--- src/rtl/instr_wb_master_pkg.sv ---
// Shared types and defaults for the instrumentation Wishbone blocks.
package instr_wb_master_pkg;

    localparam int unsigned DEFAULT_TIMEOUT_CYCLES = 64;
    localparam int unsigned WB_ADR_W = 32;
    localparam int unsigned WB_DAT_W = 32;
    localparam int unsigned WB_SEL_W = 4;
    localparam int unsigned TMO_CNT_W = 16;

    typedef enum logic [1:0] {
        ST_IDLE     = 2'd0,
        ST_REQUEST  = 2'd1,
        ST_WAIT_ACK = 2'd2,
        ST_DONE     = 2'd3
    } wb_state_t;

    typedef struct packed {
        logic                we;
        logic [WB_ADR_W-1:0] adr;
        logic [WB_DAT_W-1:0] dat;
        logic [WB_SEL_W-1:0] sel;
    } wb_req_t;

endpackage

--- src/rtl/instr_wb_master.sv ---
// Single-outstanding Wishbone (pipelined) master for instrumentation requests,
// with an ack timeout that aborts the cycle and flags the response.
module instr_wb_master
    import instr_wb_master_pkg::*;
#(
    parameter int unsigned TIMEOUT_CYCLES = DEFAULT_TIMEOUT_CYCLES
) (
    input  logic                clk_i,
    input  logic                rst_i,
    output logic [WB_ADR_W-1:0] wb_adr_o,
    output logic [WB_DAT_W-1:0] wb_dat_o,
    input  logic [WB_DAT_W-1:0] wb_dat_i,
    output logic                wb_we_o,
    output logic [WB_SEL_W-1:0] wb_sel_o,
    output logic                wb_stb_o,
    input  logic                wb_ack_i,
    output logic                wb_cyc_o,
    input  logic                wb_stall_i,
    input  logic                req_valid_i,
    input  logic                req_we_i,
    input  logic [WB_ADR_W-1:0] req_adr_i,
    input  logic [WB_DAT_W-1:0] req_dat_i,
    input  logic [WB_SEL_W-1:0] req_sel_i,
    output logic                busy_o,
    output logic                resp_valid_o,
    output logic [WB_DAT_W-1:0] resp_dat_o,
    output logic                resp_timeout_o
);

    // Counter value seen on the last WAIT_ACK cycle before the timeout fires.
    localparam logic [TMO_CNT_W-1:0] TMO_LAST = TMO_CNT_W'(TIMEOUT_CYCLES - 1);

    wb_state_t             state_q, state_d;
    wb_req_t               req_q, req_d;
    logic                  cyc_q, cyc_d;
    logic                  stb_q, stb_d;
    logic                  busy_q, busy_d;
    logic                  resp_valid_q, resp_valid_d;
    logic                  resp_timeout_q, resp_timeout_d;
    logic [WB_DAT_W-1:0]   resp_dat_q, resp_dat_d;
    logic [TMO_CNT_W-1:0]  tmo_cnt_q, tmo_cnt_d;

    // Next-state and next-output logic; every output is the image of a register.
    always_comb begin
        state_d        = state_q;
        req_d          = req_q;
        cyc_d          = cyc_q;
        stb_d          = stb_q;
        busy_d         = busy_q;
        resp_valid_d   = 1'b0;
        resp_timeout_d = resp_timeout_q;
        resp_dat_d     = resp_dat_q;
        tmo_cnt_d      = tmo_cnt_q;

        case (state_q)
            ST_IDLE: begin
                if (req_valid_i) begin
                    req_d.we  = req_we_i;
                    req_d.adr = req_adr_i;
                    req_d.dat = req_dat_i;
                    req_d.sel = req_sel_i;
                    cyc_d     = 1'b1;
                    stb_d     = 1'b1;
                    busy_d    = 1'b1;
                    state_d   = ST_REQUEST;
                end
            end
            ST_REQUEST: begin
                if (!wb_stall_i) begin
                    stb_d     = 1'b0;
                    tmo_cnt_d = '0;
                    state_d   = ST_WAIT_ACK;
                end
            end
            ST_WAIT_ACK: begin
                if (wb_ack_i) begin
                    if (!req_q.we) begin
                        resp_dat_d = wb_dat_i;
                    end
                    cyc_d          = 1'b0;
                    resp_valid_d   = 1'b1;
                    resp_timeout_d = 1'b0;
                    state_d        = ST_DONE;
                end else begin
                    tmo_cnt_d = tmo_cnt_q + TMO_CNT_W'(1);
                    if (tmo_cnt_q == TMO_LAST) begin
                        cyc_d          = 1'b0;
                        resp_valid_d   = 1'b1;
                        resp_timeout_d = 1'b1;
                        state_d        = ST_DONE;
                    end
                end
            end
            ST_DONE: begin
                busy_d  = 1'b0;
                state_d = ST_IDLE;
            end
            default: begin
                state_d = ST_IDLE;
            end
        endcase
    end

    always_ff @(posedge clk_i or negedge rst_i) begin
        if (!rst_i) begin
            state_q        <= ST_IDLE;
            req_q          <= '0;
            cyc_q          <= 1'b0;
            stb_q          <= 1'b0;
            busy_q         <= 1'b0;
            resp_valid_q   <= 1'b0;
            resp_timeout_q <= 1'b0;
            resp_dat_q     <= '0;
            tmo_cnt_q      <= '0;
        end else begin
            state_q        <= state_d;
            req_q          <= req_d;
            cyc_q          <= cyc_d;
            stb_q          <= stb_d;
            busy_q         <= busy_d;
            resp_valid_q   <= resp_valid_d;
            resp_timeout_q <= resp_timeout_d;
            resp_dat_q     <= resp_dat_d;
            tmo_cnt_q      <= tmo_cnt_d;
        end
    end

    assign wb_adr_o       = req_q.adr;
    assign wb_dat_o       = req_q.dat;
    assign wb_we_o        = req_q.we;
    assign wb_sel_o       = req_q.sel;
    assign wb_cyc_o       = cyc_q;
    assign wb_stb_o       = stb_q;
    assign busy_o         = busy_q;
    assign resp_valid_o   = resp_valid_q;
    assign resp_timeout_o = resp_timeout_q;
    assign resp_dat_o     = resp_dat_q;

endmodule
--- config.mk ---
export PLATFORM = sky130hd
export DESIGN_NAME = instr_wb_master
export DESIGN_NICKNAME = d
export VERILOG_FILES = /design/src/rtl/instr_wb_master_pkg.sv /design/src/rtl/instr_wb_master.sv
export SDC_FILE = /design/constraint.sdc
export NUM_CORES = 1
export LEC_CHECK = 0
export BUFFER_PORTS_ARGS = -buffer_cell sky130_fd_sc_hd__buf_2
export CORE_MARGIN = 2
export CORE_UTILIZATION = 35
export DETAILED_ROUTE_END_ITERATION = 7
export PLACE_DENSITY = 0.61
export SLEW_MARGIN = 20
export SYNTH_ARGS = -nofsm -noshare
export SYNTH_HDL_FRONTEND = slang
export SYNTH_SLANG_ARGS = --single-unit
--- constraint.sdc ---
create_clock -name clk_i -period 2.5 [get_ports clk_i]
set_clock_uncertainty 0.1 [all_clocks]
set_input_delay 0.125 -clock clk_i [delete_from_list [all_inputs] [get_ports clk_i]]
set_output_delay 0.125 -clock clk_i [all_outputs]
set_load 0.005 [all_outputs]
==> reports/qor.csv, run 1 <==
metric;value;unit
powerDensity;1133;mW/mm^2
worst_pin_slew;0.6070;ns
crit_path_end_kind;register;
max_freq;420.5;MHz
cts_buffers;17;
crit_slowest_cell;or4_4;
n_antenna_cell;0;
grt_usage;0.1747;
maxSlewViolCount;0;
die_w;123.5;microns
slew_headroom;0.5935;
grt_overflow_total;0;
hold_class;primary input to asynchronous set/reset pin;
yosysSeqAreaShare;0.6206;
post-place-cells;726;
port_buffers;211;
fin_crit;2.378;ns
die_area;0.01526;sq mm
coreArea;0.01393;sq mm
grt_max_degree;67;
drc;0;
hpwl;8.430;mm
setup_viol;0;
drive_gt1_frac;0.5154;
synth_top_area_share;0.6206;
die_h;123.5;microns
slowest_delay;0.60;ns
cts_buffer_depth;2;
fin_cells;863;
finalCritPeriodShare;0.9514;
tns;0;ns
required;2.72;ns
syn_area;0.005000;sq mm
clock_sinks;124;
power.leakage;0.003783;uW
cts_tree;yes;
ys_types;39;
pin_count;212;
syn_to_final_growth;59.56;%
path_clk_slew;0.06;ns
wl_per_cell;15.13;microns
hold_viol;0;
synth_largest_area_cell;dfrtp_1;
cts-root-buf;clkbuf_16;
ant_nets;0;
avgSynthCellArea;14.45;sq um
initial_core_util;0.3588;
postLayoutCoreUtil;0.5725;
crit_path_start_kind;register;
status;finished, final reports clean;
ys_ff_latch;124;
via_per_inst;4.679;
cap_violations;0;
synth_warnings;0;
yosys-top-cells-area;dfrtp_1 (62%), mux2_2 (23%), a21oi_1 (1.4%);
ys.flop_type;dfrtp_1;
rows;43;
synth_edf_count;0;
post-cts-setup-buffers;0;
synth_cells;346;
antenna_found_initial;0;
async_flop_share;1.000;
yosysMostFrequentCell;dfrtp_1;
vias;4038;
htreeDepth;4;
cp_cell_sequence;inv_1 -> ha_1 -> and2_4 -> or4_4 -> or4_1 -> a21oi_1;
critPathKind;register to register;
drt-initial-drc-count;106;
synth_common_cells;dfrtp_1 (124), mux2_2 (100), a21oi_1 (14), buf_1 (11), nand2_1 (11);
syn-num-nets;457;
clk_latency;0.40;ns
crit_fanout;12;
grt_pass1_vias;4277;
power;9035;uW
wl;13.06;mm
first_pass_iters;5;
cp.arrival;2.60;ns
final_nets;782;
grt_pass1_wl;20.41;mm
gp_congestion;0.8084;
peakVddDrop;0.6447;mV
flip-flops by register name, summed over array words and instances (netlist names):
register / count
wb_stb_o: 1
resp_dat_o: 32
busy_o: 1
resp_timeout_o: 1
wb_cyc_o: 1
wb_dat_o: 32
wb_we_o: 1
resp_valid_o: 1
tmo_cnt_q: 16
state_q: 2
wb_sel_o: 4
wb_adr_o: 32
stage by stage:
stage	hold WS [ns]	setup slack, ns	instance area [sq um]
CTS	0.08902	0.1365	7975
global route	0.1300	-0.001742	7978
finish	0.1074	0.1216	7978
floorplan	-0.2706	0.1984	5000
global placement	-0.01352	0.2229	6262
detailed placement	-0.008799	0.1363	6262
routing by layer:
layer	routed length [microns]	up-vias	share of wire	track usage
li1	-	1898	-	-
met1	5061	1957	0.39	0.1892
met2	6710	164	0.51	0.3063
met3	1076	19	0.082	0.06873
met4	210	0	0.016	0.06676
met5	0	-	0	0
cells in the final DEF, fill, tap and decap left out, drive strengths merged, types with 2 or more instances in the layout:
cell,Yosys,layout
nand4,3,3
o21ai,7,7
mux2,103,103
and3,2,2
buf,15,216
o31a,2,2
xor2,2,2
bufinv,0,4
clkinvlp,0,2
o31ai,7,7
a21oi,14,14
nand3,4,4
or4,8,8
nand2,11,11
nor4,4,4
or2,2,2
dlygate4sd3,0,106
clkbuf,1,22
and4,2,2
inv,6,7
nor2,8,8
clkinv,0,2
dfrtp,124,124
ha,5,5
or3,3,3
what timing repair did:
item                                   in CTS  in global routing
endpoints found under the hold margin     195                  0
hold buffers                              106                  0
setup endpoints to repair                   0                  1
gates resized for setup                     0                  1
kinds of logic (layout without fill, tap and decap cells):
kind of cell               count (synthesis)  count (layout)  synth area share
adders and majority gates                  5               5           0.01251
AOI/OAI and AO/OA                         38              38           0.04880
muxes                                    104             104            0.2340
xor gates and xnor gates                   3               3          0.005256
DFF                                      124             124            0.6206
and+or+nand+nor                           50              50           0.05706
buffers and inverters                     22             359           0.02177
final cells by class:
type | count | area (sq um)
clock buffers | 22 | 494.2
clock inverters | 9 | 157.7
fillers | 1078 | 5957
inverters | 6 | 22.52
multi-input cells | 200 | 1793
flip-flops and latches | 124 | 3103
well taps | 180 | 225.2
repair buffers | 322 | 2182
critical path: cells and delay by family (launching register included):
kind                     cells  cell delay, ns
AO/OA/AOI/OAI                1            0.16
AND/OR/NAND/NOR              3            1.28
buffers and inverters        1            0.08
adder cells (fa/ha/maj)      1            0.28
flip-flops                   1            0.40
worst paths after layout:
check / from / endpoint / depth (start not counted) / slack, ns
worst max-delay path: state_q[1] / tmo_cnt_q[13] / 6 / 0.12
min in group clk_i: req_dat_i[25] / wb_dat_o[25] / 3 / 0.38
max in group asynchronous: rst_i / resp_dat_o[14] / 3 / 1.41
worst max register to register: state_q[1] / tmo_cnt_q[13] / 6 / 0.12
worst min-delay path: rst_i / wb_dat_o[20] / 2 / 0.11
worst min register to register: resp_dat_o[5] / resp_dat_o[5] / 1 / 0.39
report_power, final:
part           internal [uW]  leakage, uW  switching [uW]  total [uW]
Sequential              2920      0.00150             478        3400
Combinational           1720      0.00196            1230        2960
Clock                   1800     0.000315             875        2670
Total                   6450      0.00378            2590        9030
(Power assumes the default switching activity.)
==> run 2, diff against run 1 <==
ABC_AREA = 1   (was not set)
PLACE_DENSITY = 0.6   (was 0.61)
==> reports/qor.csv, run 2 <==
metric;value;unit;change
synth_largest_area_cell;dfrtp_1;;
critPathKind;register to register;;
path_buf_inv;2;;+1
cts-root-buf;clkbuf_16;;
hold_class;primary input to register;;
wl;14.95;mm;+14%
regArea;0.003103;sq mm;unchanged
yosysMostFrequentCell;nand2_1;;
final_cell_mix;nand2_1 (267), buf_2 (210), dfrtp_1 (124);;
cp.arrival;2.41;ns;-0.19 ns
drc;0;;unchanged
coreArea;0.01464;sq mm;+5.1%
final_nets;993;;+27%
dp_slack;0.3585;ns;+0.2222 ns
cts_tree;yes;;
synth_top_area_share;0.5873;;-0.03336
synth_edf_count;0;;unchanged
crit_fanout;8;;-4
crit_path_start_kind;register;;
maxSlewViolCount;0;;unchanged
hold_viol;0;;unchanged
drive_gt1_frac;0.3196;;-0.1958
cts-hold-fix-buffers;104;;-1.9%
setup_viol;0;;unchanged
cts_buffer_depth;2;;unchanged
post-cts-setup-buffers;0;;unchanged
vias;4877;;+21%
yosys-top-cells-area;dfrtp_1 (59%), nand2_1 (19%), mux2_4 (8.5%);;
fin_ws;0.3321;ns;+0.2105 ns
slowest_delay;0.40;ns;-0.20 ns
wl_per_cell;13.84;microns;-8.5%
via_per_inst;4.516;;-3.5%
crit_slowest_cell;dfrtp_1;;
cp_cell_sequence;inv_1 -> ha_1 -> inv_1 -> nand2_1 -> nand3_1 -> nor2_1 -> nand2_1 -> nand2_1 -> nand2_1 -> nor2_1;;
multi_input_area;0.001919;sq mm;+7.0%
nFillCells;1301;;+21%
cap_violations;0;;unchanged
ys.flop_type;dfrtp_1;;
gp_congestion;0.8242;;+2.0%
status;finished, final reports clean;;
cpLargestDelayFamily;simple AND/OR/NAND/NOR gates;;
die_w;126.9;microns;+2.7%
path_common_cell;nand2_1;;
max_freq;461.3;MHz;+9.7%
syn_area;0.005284;sq mm;+5.7%
initial_core_util;0.3608;;+0.002013
final_common_cell;nand2_1;;
post-place-cells;943;;+30%
syn_to_final_growth;54.39;%;
rows;44;;+2.3%
power.leakage;0.004546;uW;+20%
fin_cells;1080;;+25%
hpwl;9.496;mm;+13%
port_buffers;211;;unchanged
antenna_found_initial;0;;unchanged
yosysSeqAreaShare;0.5873;;-0.03336
required;2.74;ns;+0.02 ns
cts_buffers;17;;unchanged
first_pass_iters;4;;-1
pin_count;212;;unchanged
rsz0062_at_grt;false;;
tns;0;ns;unchanged
worst_pin_slew;0.5428;ns;-0.06424 ns
async_flop_share;1.000;;unchanged
slew_headroom;0.6381;;+0.04461
syn-num-nets;673;;+47%
crit_path_end_kind;register;;
fin_crit;2.168;ns;-0.2105 ns
cts-resized-gates;0;;unchanged
die_h;126.9;microns;+2.7%
htreeDepth;4;;unchanged
powerDensity;1088;mW/mm^2;-4.0%
synth_common_cells;nand2_1 (268), dfrtp_1 (124), nor2_1 (40), inv_1 (30), mux2_4 (30);;
grt_pass1_wl;24.28;mm;+19%
synth_cells;562;;+62%
die_area;0.01610;sq mm;+5.5%
grt_usage;0.1908;;+0.01605
ant_nets;0;;unchanged
grt_pass1_vias;5047;;+18%
finalCritPeriodShare;0.8672;;-0.08420
clock_sinks;124;;unchanged
synth_warnings;0;;unchanged
ys_types;23;;-41%
clk_latency;0.41;ns;about the same
grt_max_degree;71;;+6.0%
peakVddDrop;0.5538;mV;-14%
path_clk_slew;0.06;ns;about the same
grt_overflow_total;0;;unchanged
ys_ff_latch;124;;unchanged
drt-initial-drc-count;183;;+73%
avgSynthCellArea;9.402;sq um;-35%
-- run 2: final timing paths --
check,slack [ns],endpoint,startpoint,depth (start not counted)
setup / recovery,0.33,tmo_cnt_q[13],state_q[0],10
hold / removal,0.10,wb_stb_o,wb_stall_i,6
setup reg to reg,0.33,tmo_cnt_q[13],state_q[0],10
hold reg to reg,0.37,wb_cyc_o,wb_cyc_o,2
max in group asynchronous,1.40,wb_dat_o[8],rst_i,3
min in group asynchronous,0.15,wb_adr_o[6],rst_i,2
-- run 2: cells by family after synthesis --
| logic type | after synthesis | synth area share |
|---|---|---|
| flops | 124 | 0.5873 |
| simple gates | 330 | 0.2430 |
| buf+inv | 53 | 0.04996 |
| fa+ha+maj | 5 | 0.01184 |
| mux | 32 | 0.08951 |
| compound gates | 18 | 0.01847 |
-- run 2: cell type report --
class / count / area share
multi-input combinational: 385 / 0.2353
antenna: 1 / 0.0003067
inverter: 31 / 0.01426
tap: 184 / 0.02822
clock inverter: 14 / 0.01963
clock buffer: 18 / 0.05261
timing repair buffer: 323 / 0.2693
sequential: 124 / 0.3804
-- run 2: layer usage --
| metal | wire length (microns) | track usage | share of wire | vias up |
|---|---|---|---|---|
| met5 | 0 | 0 | 0 | - |
| met4 | 311 | 0.08016 | 0.021 | 0 |
| met3 | 1121 | 0.06453 | 0.075 | 28 |
| met2 | 7259 | 0.3166 | 0.49 | 189 |
| met1 | 6253 | 0.2273 | 0.42 | 2284 |
| li1 | - | - | - | 2376 |
-- run 2: worst register-to-register path, stage by stage (launching register included) --
cell and delay, ns:
dfrtp_1 0.40, inv_1 0.09, ha_1 0.37, inv_1 0.15
nand2_1 0.08, nand3_1 0.20, nor2_1 0.37, nand2_1 0.12
nand2_1 0.08, nand2_1 0.04, nor2_1 0.10
-- run 2: power by group --
part	switching (uW)	internal, uW	total (uW)	leakage (uW)
registers	484	2870	3350	0.00155
logic	1520	1550	3070	0.00272
clock network	960	1490	2450	0.000275
-- run 2: metrics by stage --
step | total power [uW] | util | instance area [sq um] | hold WS, ns
finish | 8874 | 0.5571 | 8158 | 0.1015
global route | 9498 | 0.5569 | 8155 | 0.1548
CTS | 8919 | 0.5569 | 8155 | 0.08415
detailed placement | 6286 | 0.4456 | 6525 | 0.04890
global placement | 6249 | 0.4456 | 6525 | 0.05761
floorplan | 4976 | - | 5284 | -0.2706
